--- src/rtl/fetch_buffer.sv ---
// Circular FIFO of {pc, inst} pairs between the fetch path and decode.
// Stalls the program counter when full; a redirect flush empties it in one cycle.
module fetch_buffer #(
   parameter int          DEPTH  = 4,
   parameter int          ADDR_W = 64,
   parameter int          INST_W = 32,
   parameter logic [31:0] NOP    = 32'h0000_0013
) (
   input  logic                       clk,
   input  logic                       reset,
   input  logic                       flush,
   input  logic                       fetch_valid,
   input  logic [ADDR_W-1:0]          fetch_pc,
   input  logic [INST_W-1:0]          fetch_inst,
   output logic                       stall,
   input  logic                       dec_ready,
   output logic                       dec_valid,
   output logic [ADDR_W-1:0]          dec_pc,
   output logic [INST_W-1:0]          dec_inst,
   output logic [$clog2(DEPTH+1)-1:0] count
);

   localparam int PW = $clog2(DEPTH);
   localparam int CW = $clog2(DEPTH + 1);
   localparam logic [CW-1:0] FULL = CW'(DEPTH);

   logic [ADDR_W-1:0] pc_mem   [DEPTH];
   logic [INST_W-1:0] inst_mem [DEPTH];
   logic [PW-1:0]     wr_ptr;
   logic [PW-1:0]     rd_ptr;
   logic              push;
   logic              pop;

   assign push      = fetch_valid && (count != FULL) && !flush;
   assign pop       = dec_valid && dec_ready && !flush;
   assign dec_valid = (count != '0);
   assign stall     = (count == FULL);
   assign dec_pc    = dec_valid ? pc_mem[rd_ptr] : '0;
   assign dec_inst  = dec_valid ? inst_mem[rd_ptr] : INST_W'(NOP);

   always_ff @(posedge clk) begin
      if (reset || flush) begin
         wr_ptr <= '0;
         rd_ptr <= '0;
         count  <= '0;
      end else begin
         if (push) wr_ptr <= wr_ptr + PW'(1);
         if (pop)  rd_ptr <= rd_ptr + PW'(1);
         case ({push, pop})
            2'b10:   count <= count + CW'(1);
            2'b01:   count <= count - CW'(1);
            default: count <= count;
         endcase
      end
   end

   // Storage needs no reset: an entry is only read after it has been written.
   always_ff @(posedge clk) begin
      if (!reset && push) begin
         pc_mem[wr_ptr]   <= fetch_pc;
         inst_mem[wr_ptr] <= fetch_inst;
      end
   end

endmodule

--- config.mk ---
export PLATFORM = sky130hd
export DESIGN_NAME = fetch_buffer
export DESIGN_NICKNAME = d
export VERILOG_FILES = /design/src/rtl/fetch_buffer.sv
export SDC_FILE = /design/constraint.sdc
export NUM_CORES = 1
export LEC_CHECK = 0
export CAP_MARGIN = 40
export CELL_PAD_IN_SITES_DETAIL_PLACEMENT = 0
export CELL_PAD_IN_SITES_GLOBAL_PLACEMENT = 2
export CORE_ASPECT_RATIO = 0.9
export CORE_MARGIN = 4
export CORE_UTILIZATION = 25
export DETAILED_ROUTE_END_ITERATION = 8
export PLACE_DENSITY_LB_ADDON = 0.1
export SLEW_MARGIN = 25
export SYNTH_ARGS = -nofsm -noshare
export SYNTH_HDL_FRONTEND = slang
export SYNTH_SLANG_ARGS = --single-unit
--- constraint.sdc ---
create_clock -name clk -period 4.8 [get_ports clk]
set_clock_uncertainty 0.15 [all_clocks]
set_input_delay 0.96 -clock clk [delete_from_list [all_inputs] [get_ports clk]]
set_output_delay 0.96 -clock clk [all_outputs]
set_load 0.02 [all_outputs]
==> impl_metrics.yaml, run 1 <==
clocking:
  h-tree-depth: 2
  clk_latency_ns: 0.56
  clkSinkCount: 393
  cts_tree: "built"
  cts.path.max_buffers: 3
  hold_buffers: 0
  cts-root-buf: "clkbuf_16"
  cts.repair.resized: 0
  cts_buffers: 44
  cts_setup_buffers: 0
  clk_pin_slew_ns: 0.05
yosys:
  synth_seq_cells: 393
  netlist_instances: 664
  yosys.area.top_type_share_pct: 77.0
  yosys.cell_count.top_type: "edfxtp_1"
  synthTopCellsByArea: "edfxtp_1 77%, mux4_2 14%, and2_1 3.9%, dfxtp_1 1.2%, ha_1 0.42%"
  avgSynthCellArea_sq_um: 22.5
  synth_flop_cell: "edfxtp_1"
  synth_area_sq_mm: 0.0150
  ys_top_cells_by_count: "384 x edfxtp_1, 96 x mux4_2, 94 x and2_1"
  syn_nets: 771
  synth_top_cell_by_area: "edfxtp_1"
  synth_warnings: 0
  yosysSeqAreaShare_pct: 78.2
  async_flop_share_pct: 0
  synth-edff-count: 384
  synth_cell_types: 27
placement:
  gp_congestion: 0.653
  dp_hpwl_mm: 21.0
  place_inst: 1622
  port_buffers: 201
power:
  vdd.ir_drop.worst_v: 0.000199
  power_density_mw_per_mm2: 380
  total_power_uw: 7380
  p_leak_uw: 0.00596
route:
  vias_per_cell: 4.16
  drt_iter0_markers: 430
  vias: 7093
  wire_per_inst_microns: 20.8
  drc: 0
  wirelength_mm: 35.5
  drtPass1Iterations: 4
  detail-route-antenna-nets: 0
setup_path:
  critPathMaxFanout: 31
  reg2reg_from: "count[2]"
  endpoint: "dec_pc[30]"
  critPathLaunch: "count[0]"
  crit_slowest_cell: "clkdlybuf4s50_1"
  startpoint_type: "register"
  r2r_cells: 9
  endpoint_kind: "primary output"
  crit_required_ns: 3.69
  regToRegEndpoint: "count[2]"
  critPathMaxStageDelay_ns: 0.55
  critPathKind: "register to primary output"
  worstPathArrival_ns: 2.90
  reg2reg_slack_ns: 2.11
  path_cells: "nor3_2 > inv_2 > buf_4 > and2_1 > clkdlybuf4s50_1"
floorplan:
  die_w_microns: 266
  core_region_area_sq_mm: 0.0589
  rows: 84
  ios: 202
  start_util_pct: 25.4
  die_area_sq_mm: 0.0639
  die_h_microns: 240
timing:
  setup_violations: 0
  post-route-period-util_pct: 83.5
  maxClockFrequency_mhz: 250
  hold_violations: 0
  slew_headroom_pct: 48.9
  slew_violations: 0
  tightest_slew_ns: 0.766
  fin_crit_ns: 4.01
  rsz0062_at_grt: "no"
  tns_ns: 0
global_route:
  grt_pass1_wl_mm: 52.7
  grt_usage_pct: 11.1
  antenna_found_initial: 6
  overflow: 0
  grt_pass1_vias: 7895
  grt_max_degree: 56
layout:
  regArea_sq_mm: 0.0117
  drive_gt1_share_pct: 19.4
  nets: 1001
  areaGrowthSynthToFinish_pct: 29.8
  fin_cells: 1705
  fillers: 5650
  multi_input_area_sq_mm: 0.00306
outcome:
  status: "completed"
job:
  drv_cap: 0
hold_path:
  hold_class: "register to register"
-- where the power goes --
group | internal [uW] | switching, uW | leakage [uW] | total, uW
Clock | 1920 | 1320 | 0.000680 | 3250
Sequential | 3800 | 8.53 | 0.00354 | 3810
Combinational | 166 | 155 | 0.00174 | 321
-- worst max-delay path, delay by kind of cell (launching register included) --
kind / cells / cell delay (ns)
AND/OR/NAND/NOR: 2 / 0.67
flip-flops: 1 / 0.37
buffers and inverters: 3 / 1.27
-- stage by stage --
step	instance area (sq um)	hold slack, ns	setup slack [ns]	util, %
floorplan	15000	0.309	0.741	-
global placement	18000	0.333	1.26	30.6
detailed placement	18000	0.328	1.27	30.6
CTS	19400	0.342	0.640	33.0
global route	19400	0.367	0.528	33.0
finish	19400	0.352	0.793	33.0
-- routing by layer --
layer / track usage (%) / wire (microns) / vias up / share of wire, %
met5: 0 / 38 / - / 0.11
met3: 3.19 / 1920 / 56 / 5.4
met2: 17.7 / 16700 / 165 / 47
met4: 2.93 / 666 / 6 / 1.9
met1: 15.1 / 16200 / 3691 / 46
li1: - / - / 3175 / -
-- worst min path at each step --
stage	to	cells past startpoint	slack, ns	startpoint
after floorplan	register	2	0.31	rd_ptr[1]
after global routing	register	2	0.37	rd_ptr[1]
after detailed placement	register	2	0.33	rd_ptr[1]
after CTS	register	2	0.34	rd_ptr[1]
after global placement	register	2	0.33	rd_ptr[1]
final	register	2	0.35	rd_ptr[1]
-- logic make-up (layout without fill, tap and decap cells) --
group | count (synthesis) | in the layout | share of synthesized area, %
AO/OA/AOI/OAI | 9 | 9 | 0.351
AND/OR/NAND/NOR | 117 | 117 | 4.79
flip-flops | 393 | 393 | 78.2
buffers and inverters | 40 | 303 | 1.45
multiplexers | 96 | 96 | 14.4
adder cells (fa/ha/maj) | 6 | 6 | 0.552
XOR/XNOR | 3 | 3 | 0.176
other | 0 | 4 | 0
-- final cells by class --
class                   count  share of cell area (%)
well taps                 774                    4.99
inverters                   7                   0.135
clock buffers              53                    5.95
diodes                      4                  0.0515
multi-input cells         231                    15.8
repair buffers            217                    11.6
clock inverters            26                    1.17
flip-flops and latches    393                    60.3
-- state kept, by name, summed over array words and instances (netlist names), named ones only --
| name | flops |
|---|---|
| pc_mem | 256 |
| inst_mem | 128 |
| count | 3 |
| rd_ptr | 2 |
| wr_ptr | 2 |
-- layout by cell type (no fill, tap or decap), types with 8 or more instances in the layout --
cell / n
clkinv_1: 12
mux4_2: 96
buf_12: 10
edfxtp_1: 384
clkbuf_1: 8
and2_1: 94
clkdlybuf4s50_1: 201
clkbuf_16: 45
Note: power is estimated with default switching activity, not from simulation.
==> run 2: changes to the inputs <==
Clock period 4.8 ns to 3.92 ns, I/O delays scaled along.
==> run 2 against run 1 <==
Cell area grew 1.5%; critical path type unchanged; largest cell class unchanged; via count up 1.5%; flip-flop and latch count stayed put; register-to-register slack lost 0.90 ns; combinational power rose by 24%; critical path depth fell by 1.
==> impl_metrics.yaml, run 2 (synthesized netlist as in run 1, its figures left out) <==
setup_path:
  critPathMaxStageDelay_ns: 0.62
  crit_slowest_cell: "dfxtp_4"
  crit_required_ns: 2.99
  startpoint_type: "register"
  critPathKind: "register to primary output"
  worstPathArrival_ns: 2.79
  path_cells: "buf_4 > mux4_2 > and2_1 > clkdlybuf4s50_1"
  endpoint_kind: "primary output"
  critPathMaxFanout: 17
power:
  power_density_mw_per_mm2: 480
  vdd.ir_drop.worst_v: 0.000313
  p_leak_uw: 0.00610
timing:
  hold_violations: 0
  tns_ns: 0
  rsz0062_at_grt: "no"
  tightest_slew_ns: 0.477
  maxClockFrequency_mhz: 268
  slew_violations: 0
  setup_violations: 0
  fin_crit_ns: 3.73
  whs_ns: 0.326
  post-route-period-util_pct: 95.0
  slew_headroom_pct: 68.1
  setup_ws_ns: 0.195
route:
  vias_per_cell: 4.20
  wirelength_mm: 35.8
  vias: 7197
  drtPass1Iterations: 4
  wire_per_inst_microns: 20.9
  detail-route-antenna-nets: 0
  drc: 0
  drt_iter0_markers: 401
layout:
  top_regs: "pc_mem: 256 flops, inst_mem: 128 flops, count: 3 flops"
  areaGrowthSynthToFinish_pct: 31.7
  final_core_util_pct: 33.5
  final_cell_mix: "384 x edfxtp_1, 201 x clkdlybuf4s50_1, 96 x mux4_2"
  nets: 1009
  regMostFlops: "pc_mem"
  final_common_cell: "edfxtp_1"
  regArea_sq_mm: 0.0117
  largest_register_ffs: 256
  fin_area_sq_mm: 0.0197
  drive_gt1_share_pct: 20.7
  fillers: 5598
  multi_input_area_sq_mm: 0.00307
hold_path:
  hold_class: "register to register"
global_route:
  overflow: 0
  grt_max_degree: 53
  grt_pass1_vias: 8228
  grt_usage_pct: 11.3
  antenna_found_initial: 4
  grt_pass1_wl_mm: 53.8
outcome:
  status: "completed"
clocking:
  cts_tree: "built"
  cts.path.max_buffers: 3
  clkSinkCount: 393
  clk_pin_slew_ns: 0.05
  h-tree-depth: 2
  cts_buffers: 45
  clk_latency_ns: 0.55
  cts-root-buf: "clkbuf_16"
placement:
  port_buffers: 201
  gp_congestion: 0.643
  dp_hpwl_mm: 22.1
  place_ws_ns: 0.677
  place_area_sq_mm: 0.0181
floorplan:
  core_region_area_sq_mm: 0.0589
  die_w_microns: 266
  die_area_sq_mm: 0.0639
  start_util_pct: 25.4
  die_h_microns: 240
  rows: 84
  ios: 202
job:
  drv_cap: 0
[run 2: changes by cell type in the layout (fill, tap and decap cells not counted), sizes merged]
cell    before  now
clkinv      20   18
buf         16   23
clkbuf      53   54
diode        4    3
bufinv       4    9
inv          9    8
[run 2: path summary, 6_finish.rpt]
path	startpoint	endpoint	slack (ns)	cells after the start
setup reg to reg	count[2]	count[2]	1.21	9
hold reg to reg	rd_ptr[1]	register	0.33	2
hold / removal	rd_ptr[1]	register	0.33	2
setup / recovery	register	dec_pc[3]	0.19	4
[run 2: critical path: cells and delay by family (launching register included)]
| family | cells | cell delay, ns |
|---|---|---|
| buffers and inverters | 2 | 0.87 |
| DFF | 1 | 0.62 |
| muxes | 1 | 0.55 |
| and+or+nand+nor | 1 | 0.17 |
[run 2: layout make-up]
| class | instances | area share [%] |
|---|---|---|
| flip-flops and latches | 393 | 59.4 |
| multi-input cells | 231 | 15.6 |
| repair buffers | 224 | 12.0 |
| clock buffers | 54 | 6.10 |
| well taps | 774 | 4.91 |
| clock inverters | 28 | 1.81 |
| inverters | 7 | 0.133 |
| diodes | 3 | 0.0381 |
[run 2: metrics by stage]
step | cells | total power (uW)
2_1_floorplan | 664 | 4900
6_report | 1714 | 9470
5_1_grt | 1711 | 9880
4_1_cts | 1711 | 9660
3_5_place_dp | 1629 | 5160
3_3_place_gp | 1629 | 5160
[run 2: where the power goes]
part,internal [uW],leakage [uW],switching (uW)
registers,4660,0.00354,11.7
clock network,2770,0.000769,1640
logic,208,0.00179,189
[run 2: metal layers]
metal | global-route usage, % | up-vias | routed length [microns]
met4 | 3.53 | 4 | 782
met5 | 0 | - | 39
met2 | 18.0 | 165 | 17000
met1 | 15.1 | 3765 | 16000
met3 | 2.97 | 64 | 1950
li1 | - | 3199 | -
[run 2: repair_timing]
item                       in CTS  in global routing
resized for setup               0                  1
setup endpoints to repair       0                 58
buffers inserted                0                  0
hold buffers                    0                  0
